$ cat src/rtl/mpe_tile_sequencer_if.sv
// rtl/mpe_tile_sequencer_if.sv - config, pixel and window bundle of the MPE tile sequencer
interface mpe_tile_sequencer_if #(
    parameter int BIN_LEN       = 8,
    parameter int INPUT_HEIGHT  = 4,
    parameter int INPUT_WIDTH   = 4,
    parameter int KERNEL_HEIGHT = 2,
    parameter int KERNEL_WIDTH  = 2
);
    localparam int KHC_W = $clog2(KERNEL_HEIGHT + 1);
    localparam int KWC_W = $clog2(KERNEL_WIDTH + 1);
    localparam int WH_W  = $clog2(KERNEL_HEIGHT);
    localparam int WW_W  = $clog2(KERNEL_WIDTH);

    logic                                                 cfg_valid;
    logic                                                 cfg_ready;
    logic [KHC_W-1:0]                                     cfg_kh;
    logic [KWC_W-1:0]                                     cfg_kw;
    logic [2:0]                                           cfg_stride;
    logic                                                 px_valid;
    logic                                                 px_ready;
    logic [BIN_LEN-1:0]                                   px_data;
    logic [INPUT_HEIGHT-1:0][INPUT_WIDTH-1:0][BIN_LEN-1:0] in_vals;
    logic [WH_W-1:0]                                      weight_height;
    logic [WW_W-1:0]                                      weight_width;
    logic [2:0]                                           stride;
    logic                                                 win_valid;
    logic                                                 win_ready;
    logic                                                 win_first;
    logic                                                 win_last;
    logic                                                 done;

    modport master (
        input  cfg_valid, cfg_kh, cfg_kw, cfg_stride, px_valid, px_data, win_ready,
        output cfg_ready, px_ready, in_vals, weight_height, weight_width, stride,
               win_valid, win_first, win_last, done
    );

    modport slave (
        output cfg_valid, cfg_kh, cfg_kw, cfg_stride, px_valid, px_data, win_ready,
        input  cfg_ready, px_ready, in_vals, weight_height, weight_width, stride,
               win_valid, win_first, win_last, done
    );
endinterface

$ cat src/rtl/mpe_tile_sequencer.sv
// rtl/mpe_tile_sequencer.sv - loads one activation tile, then sweeps every kernel offset over it
module mpe_tile_sequencer #(
    parameter int BIN_LEN       = 8,
    parameter int INPUT_HEIGHT  = 4,
    parameter int INPUT_WIDTH   = 4,
    parameter int KERNEL_HEIGHT = 2,
    parameter int KERNEL_WIDTH  = 2
) (
    input logic                  clk_i,
    input logic                  rst_i,
    mpe_tile_sequencer_if.master bus_if
);
    localparam int KHC_W = $clog2(KERNEL_HEIGHT + 1);
    localparam int KWC_W = $clog2(KERNEL_WIDTH + 1);
    localparam int WH_W  = $clog2(KERNEL_HEIGHT);
    localparam int WW_W  = $clog2(KERNEL_WIDTH);
    localparam int ROW_W = (INPUT_HEIGHT > 1) ? $clog2(INPUT_HEIGHT) : 1;
    localparam int COL_W = (INPUT_WIDTH > 1) ? $clog2(INPUT_WIDTH) : 1;

    typedef enum logic [1:0] {IDLE, LOAD, SWEEP} state_t;

    state_t                                                state_q;
    logic [INPUT_HEIGHT-1:0][INPUT_WIDTH-1:0][BIN_LEN-1:0] buf_q;
    logic [ROW_W-1:0]                                      row_q;
    logic [COL_W-1:0]                                      col_q;
    logic [KHC_W-1:0]                                      kh_q, kh_d;
    logic [KWC_W-1:0]                                      kw_q, kw_d;
    logic [2:0]                                            stride_q, stride_d;
    logic [WH_W-1:0]                                       wh_q;
    logic [WW_W-1:0]                                       ww_q;
    logic                                                  done_q;
    logic                                                  wh_end, ww_end;

    // Out-of-range kernel sizes and a zero stride are folded into the nearest legal value.
    always_comb begin
        kh_d = bus_if.cfg_kh;
        if (bus_if.cfg_kh == '0)
            kh_d = KHC_W'(1);
        else if (bus_if.cfg_kh > KHC_W'(KERNEL_HEIGHT))
            kh_d = KHC_W'(KERNEL_HEIGHT);
        kw_d = bus_if.cfg_kw;
        if (bus_if.cfg_kw == '0)
            kw_d = KWC_W'(1);
        else if (bus_if.cfg_kw > KWC_W'(KERNEL_WIDTH))
            kw_d = KWC_W'(KERNEL_WIDTH);
        stride_d = (bus_if.cfg_stride == 3'd0) ? 3'd1 : bus_if.cfg_stride;
    end

    assign wh_end = (KHC_W'(wh_q) == kh_q - KHC_W'(1));
    assign ww_end = (KWC_W'(ww_q) == kw_q - KWC_W'(1));

    always_ff @(posedge clk_i or posedge rst_i) begin
        if (rst_i) begin
            state_q  <= IDLE;
            buf_q    <= '0;
            row_q    <= '0;
            col_q    <= '0;
            kh_q     <= '0;
            kw_q     <= '0;
            stride_q <= '0;
            wh_q     <= '0;
            ww_q     <= '0;
            done_q   <= 1'b0;
        end else begin
            done_q <= 1'b0;
            case (state_q)
                IDLE: begin
                    if (bus_if.cfg_valid) begin
                        kh_q     <= kh_d;
                        kw_q     <= kw_d;
                        stride_q <= stride_d;
                        row_q    <= '0;
                        col_q    <= '0;
                        state_q  <= LOAD;
                    end
                end
                LOAD: begin
                    if (bus_if.px_valid) begin
                        buf_q[row_q][col_q] <= bus_if.px_data;
                        if (col_q == COL_W'(INPUT_WIDTH - 1)) begin
                            col_q <= '0;
                            if (row_q == ROW_W'(INPUT_HEIGHT - 1)) begin
                                row_q   <= '0;
                                wh_q    <= '0;
                                ww_q    <= '0;
                                state_q <= SWEEP;
                            end else begin
                                row_q <= row_q + ROW_W'(1);
                            end
                        end else begin
                            col_q <= col_q + COL_W'(1);
                        end
                    end
                end
                SWEEP: begin
                    if (bus_if.win_ready) begin
                        if (ww_end) begin
                            ww_q <= '0;
                            if (wh_end) begin
                                wh_q    <= '0;
                                done_q  <= 1'b1;
                                state_q <= IDLE;
                            end else begin
                                wh_q <= wh_q + WH_W'(1);
                            end
                        end else begin
                            ww_q <= ww_q + WW_W'(1);
                        end
                    end
                end
                default: state_q <= IDLE;
            endcase
        end
    end

    assign bus_if.cfg_ready     = (state_q == IDLE);
    assign bus_if.px_ready      = (state_q == LOAD);
    assign bus_if.win_valid     = (state_q == SWEEP);
    assign bus_if.win_first     = bus_if.win_valid && (wh_q == '0) && (ww_q == '0);
    assign bus_if.win_last      = bus_if.win_valid && wh_end && ww_end;
    assign bus_if.in_vals       = buf_q;
    assign bus_if.weight_height = wh_q;
    assign bus_if.weight_width  = ww_q;
    assign bus_if.stride        = stride_q;
    assign bus_if.done          = done_q;
endmodule

$ cat src/flat_wrapper.sv
// flat-port wrapper written by rule: the top's interface ports become plain ports
module mpe_tile_sequencer_flat 
#(
    parameter int BIN_LEN       = 8,
    parameter int INPUT_HEIGHT  = 4,
    parameter int INPUT_WIDTH   = 4,
    parameter int KERNEL_HEIGHT = 2,
    parameter int KERNEL_WIDTH  = 2
)
  (clk_i, rst_i, bus_if_cfg_valid, bus_if_cfg_kh, bus_if_cfg_kw, bus_if_cfg_stride, bus_if_px_valid, bus_if_px_data, bus_if_win_ready, bus_if_cfg_ready, bus_if_px_ready, bus_if_in_vals, bus_if_weight_height, bus_if_weight_width, bus_if_stride, bus_if_win_valid, bus_if_win_first, bus_if_win_last, bus_if_done);
  mpe_tile_sequencer_if #(.BIN_LEN(BIN_LEN), .INPUT_HEIGHT(INPUT_HEIGHT), .INPUT_WIDTH(INPUT_WIDTH), .KERNEL_HEIGHT(KERNEL_HEIGHT), .KERNEL_WIDTH(KERNEL_WIDTH)) bus_if_i ();
  input logic clk_i;
  input logic rst_i;
  input wire logic [$bits(bus_if_i.cfg_valid)-1:0] bus_if_cfg_valid;
  input wire logic [$bits(bus_if_i.cfg_kh)-1:0] bus_if_cfg_kh;
  input wire logic [$bits(bus_if_i.cfg_kw)-1:0] bus_if_cfg_kw;
  input wire logic [$bits(bus_if_i.cfg_stride)-1:0] bus_if_cfg_stride;
  input wire logic [$bits(bus_if_i.px_valid)-1:0] bus_if_px_valid;
  input wire logic [$bits(bus_if_i.px_data)-1:0] bus_if_px_data;
  input wire logic [$bits(bus_if_i.win_ready)-1:0] bus_if_win_ready;
  output wire logic [$bits(bus_if_i.cfg_ready)-1:0] bus_if_cfg_ready;
  output wire logic [$bits(bus_if_i.px_ready)-1:0] bus_if_px_ready;
  output wire logic [$bits(bus_if_i.in_vals)-1:0] bus_if_in_vals;
  output wire logic [$bits(bus_if_i.weight_height)-1:0] bus_if_weight_height;
  output wire logic [$bits(bus_if_i.weight_width)-1:0] bus_if_weight_width;
  output wire logic [$bits(bus_if_i.stride)-1:0] bus_if_stride;
  output wire logic [$bits(bus_if_i.win_valid)-1:0] bus_if_win_valid;
  output wire logic [$bits(bus_if_i.win_first)-1:0] bus_if_win_first;
  output wire logic [$bits(bus_if_i.win_last)-1:0] bus_if_win_last;
  output wire logic [$bits(bus_if_i.done)-1:0] bus_if_done;
  assign bus_if_i.cfg_valid = bus_if_cfg_valid;
  assign bus_if_i.cfg_kh = bus_if_cfg_kh;
  assign bus_if_i.cfg_kw = bus_if_cfg_kw;
  assign bus_if_i.cfg_stride = bus_if_cfg_stride;
  assign bus_if_i.px_valid = bus_if_px_valid;
  assign bus_if_i.px_data = bus_if_px_data;
  assign bus_if_i.win_ready = bus_if_win_ready;
  assign bus_if_cfg_ready = bus_if_i.cfg_ready;
  assign bus_if_px_ready = bus_if_i.px_ready;
  assign bus_if_in_vals = bus_if_i.in_vals;
  assign bus_if_weight_height = bus_if_i.weight_height;
  assign bus_if_weight_width = bus_if_i.weight_width;
  assign bus_if_stride = bus_if_i.stride;
  assign bus_if_win_valid = bus_if_i.win_valid;
  assign bus_if_win_first = bus_if_i.win_first;
  assign bus_if_win_last = bus_if_i.win_last;
  assign bus_if_done = bus_if_i.done;
  mpe_tile_sequencer #(.BIN_LEN(BIN_LEN), .INPUT_HEIGHT(INPUT_HEIGHT), .INPUT_WIDTH(INPUT_WIDTH), .KERNEL_HEIGHT(KERNEL_HEIGHT), .KERNEL_WIDTH(KERNEL_WIDTH)) u_core (.clk_i(clk_i), .rst_i(rst_i), .bus_if(bus_if_i));
endmodule
$ cat config.mk
export PLATFORM = sky130hd
export DESIGN_NAME = mpe_tile_sequencer_flat
export DESIGN_NICKNAME = d
export VERILOG_FILES = /design/src/rtl/mpe_tile_sequencer_if.sv /design/src/rtl/mpe_tile_sequencer.sv /design/src/flat_wrapper.sv
export SDC_FILE = /design/constraint.sdc
export NUM_CORES = 1
export LEC_CHECK = 0
export BUFFER_PORTS_ARGS = -buffer_cell sky130_fd_sc_hd__buf_2
export CORE_MARGIN = 3
export CORE_UTILIZATION = 35
export DETAILED_ROUTE_END_ITERATION = 8
export SLEW_MARGIN = 20
export SYNTH_ARGS = -nofsm -noshare
export SYNTH_HDL_FRONTEND = slang
export SYNTH_SLANG_ARGS = --single-unit
$ cat constraint.sdc
create_clock -name clk_i -period 6.4 [get_ports clk_i]
set_input_delay 0.96 -clock clk_i [delete_from_list [all_inputs] [get_ports clk_i]]
set_output_delay 0.96 -clock clk_i [all_outputs]
set_load 0.01 [all_outputs]
==> results_dict.tcl <==
set metrics [dict create \
    synth_compound_area_frac 0.0208 \
    critPathLaunchType "flop" \
    setup_tns_ps 0 \
    outcome "finished clean" \
    initial_core_util 0.362 \
    rsz0062_at_grt "false" \
    syn_nets 419 \
    crit_type "flop to primary output" \
    ys_ff_latch 144 \
    cts_buffers 17 \
    path_cells "or3b_2 > a22o_1 > nor2_1 > buf_2" \
    cts_setup_buffers 0 \
    io_buffers 156 \
    holdBufCountCts 0 \
    timing.slew.headroom 0.484 \
    cp_data_arrival_time_ps 1860 \
    nets 577 \
    setup_viol 0 \
    setup.worst_path.start "u_core.bus_if.weight_width$_DFFE_PP0P_" \
    fill_cells 1490 \
    fin_worst_hold_slack_ps 473 \
    cp_max_fo 6 \
    syn_area_um2 5840 \
    skew_ps 6.45 \
    hp-start "u_core.bus_if.stride[0]$_DFFE_PP0P_" \
    synth-simple-area-share 0.0744 \
    whs_path_depth 2 \
    hold_class "flop to flop" \
    r2r_slack_ps 4350 \
    max_cap_viol_count 0 \
    route.met3.wl_um 1150 \
    core_area_um2 16100 \
    synth_top_area_frac 0.617 \
    muxShareOfSynthArea 0.249 \
    synthTopCellsByCount "144 x dfrtp_1, 124 x mux2_2, 14 x nand2_1" \
    worstPathRequired_ps 5440 \
    synth_xor_area_frac 0 \
    crit_path_top_delay_cell "or3b_2" \
    ys_seq_area_frac 0.617 \
    finalWirelength_um 14300 \
    clock_latency_ps 420 \
    r2r_cells 3 \
    viasPerCell 4.75 \
    finalCriticalPeriod_ps 2820 \
    drtPass1Iterations 4 \
    die_h_um 135 \
    reg2reg_from "u_core.state_q[0]$_DFFE_PP0P_" \
    whs_endpoint "u_core.bus_if.stride[0]$_DFFE_PP0P_" \
    drtIter0Drc 97 \
    finalCritPeriodShare 0.440 \
    synth_top_family_by_area "multiplexers" \
    route.detailed.drc 0 \
    clock_sinks 144 \
    syn_inst 391 \
    p_leak_nw 3.68 \
    clock_path_buffers 2 \
    cts_resized 0 \
    synth_area_leaders "dfrtp_1 62%, mux2_2 24%, ha_1 1.7%, nand2_1 0.90%, mux2_4 0.77%" \
    cts.clk_slew.worst_paths_ps 60 \
    yosysMostFrequentCell "dfrtp_1" \
    io_pins 159 \
    ir_drop_v 0.000223 \
    grt_overflow_total 0 \
    yosys.area.top_type "dfrtp_1" \
    cts_tree "done" \
    met2_length_um 6800 \
    die_area_um2 18300 \
    place_congestion 0.750 \
    wl_per_cell_um 18.4 \
    yosys_warnings 0 \
    synthAdderAreaFrac 0.0172 \
    end_kind "primary output" \
    final_layout_size_suffix_gt1_frac 0.600 \
    yosysUniqueCellTypes 36 \
    gr-usage-all-layers 0.164 \
    die_w_um 135 \
    grt_pass1_vias 4051 \
    power.density_nw_per_um2 533 \
    top_layer "met4" \
    fmax_mhz 355 \
    grt_max_degree 85 \
    num_vias 3693 \
    slew_viol_final 0 \
    worst_pin_slew_ps 774 \
    syn_avg_cell_area_um2 14.9 \
    critPathMaxStageDelay_ps 500 \
    synth_flop_cell "dfrtp_1" \
    diodes 0 \
    synth_edf_count 0 \
    antenna_left 0 \
    grt_antenna_before_repair 0 \
    htreeDepth 4 \
    rr_endpoint "u_core.bus_if.in_vals[113]$_DFFE_PP0P_" \
    hold_viol_final 0 \
    synthArstFlopShare 1.00 \
    hpwl_um 10000 \
    ctsRootBufferMaster "clkbuf_16" \
    wl_met1_um 6180 \
    syn_to_final_growth_pct 28.0 \
    fp-row-count 46 \
    grt_first_pass_wirelength_um 22700 \
]
[worst max-delay path by stage]
stage                                             endpoint  slack, ps  cells after the start
floorplan                     u_core.bus_if.done$_DFF_PP0_       1570                      1
global placement    u_core.bus_if.in_vals[116]$_DFFE_PP0P_       3790                      4
finish                                     bus_if_win_last       3580                      4
CTS                                        bus_if_win_last       3560                      4
detailed placement   u_core.bus_if.in_vals[68]$_DFFE_PP0P_       3780                      3
global route                               bus_if_win_last       3460                      4
[cells by family after synthesis]
family / Yosys count
adder cells (fa/ha/maj): 8
AND/OR/NAND/NOR: 70
AO/OA/AOI/OAI: 16
buffers and inverters: 25
multiplexers: 128
flip-flops: 144
[final cells by class]
type	instances	area [µm²]	area share
Inverter	6	27.5	0.00369
Multi-Input combinational cell	222	2110	0.282
Sequential cell	144	3600	0.482
Timing Repair Buffer	158	800	0.107
Clock inverter	8	149	0.0199
Tap cell	216	270	0.0362
Clock buffer	24	512	0.0685
[worst max-delay path, delay by kind of cell, from the launching register on]
kind / cells / cell delay [ps]
AOI/OAI and AO/OA: 1 / 290
and+or+nand+nor: 2 / 590
buffers and inverters: 1 / 130
DFF: 1 / 430
[placed cells by master (no fill, tap or decap), types with 5 or more instances in the layout]
cell | netlist | final
ha_1 | 8 | 8
buf_2 | 5 | 156
clkbuf_8 | 0 | 6
mux2_2 | 124 | 124
clkbuf_16 | 0 | 17
dfrtp_1 | 144 | 144
nand2_1 | 14 | 14
nand3_1 | 7 | 7
inv_1 | 6 | 5
nor2_1 | 8 | 8
nor2_2 | 7 | 7
nand3b_1 | 6 | 6
[stage by stage]
step / utilization / area (µm²) / worst slack [ps] / cells / total power [W]
5_1_grt: 0.464 / 7470 / 3460 / 778 / 0.00424
3_5_place_dp: 0.422 / 6810 / 3780 / 746 / 0.00293
4_1_cts: 0.463 / 7470 / 3560 / 778 / 0.00404
2_1_floorplan: - / 5840 / 1570 / 391 / 0.00235
6_report: 0.464 / 7470 / 3580 / 778 / 0.00398
3_3_place_gp: 0.422 / 6810 / 3790 / 746 / 0.00288
[per-layer routing]
metal / GRT usage / vias up
met5: 0 / -
met4: 0.0504 / 0
met1: 0.204 / 1888
met3: 0.0734 / 14
met2: 0.259 / 103
li1: - / 1688
[registers in the layout, indices dropped and copies added (netlist names)]
| name | cells |
|---|---|
| u_core.bus_if.in_vals | 128 |
| u_core.bus_if.stride | 3 |
| u_core.col_q | 2 |
| u_core.kh_q | 2 |
| u_core.kw_q | 2 |
| u_core.row_q | 2 |
| u_core.state_q | 2 |
| u_core.bus_if.done | 1 |
| u_core.bus_if.weight_height | 1 |
| u_core.bus_if.weight_width | 1 |
[report_power, final]
part | total [W] | switching, W | leakage [nW] | internal (W)
clock | 0.00109 | 0.000374 | 0.319 | 0.000715
sequential | 0.00156 | 0.000235 | 1.80 | 0.00132
combinational | 0.00133 | 0.000669 | 1.56 | 0.000663
total | 0.00398 | 0.00128 | 3.68 | 0.00270
(Power assumes the default switching activity.)
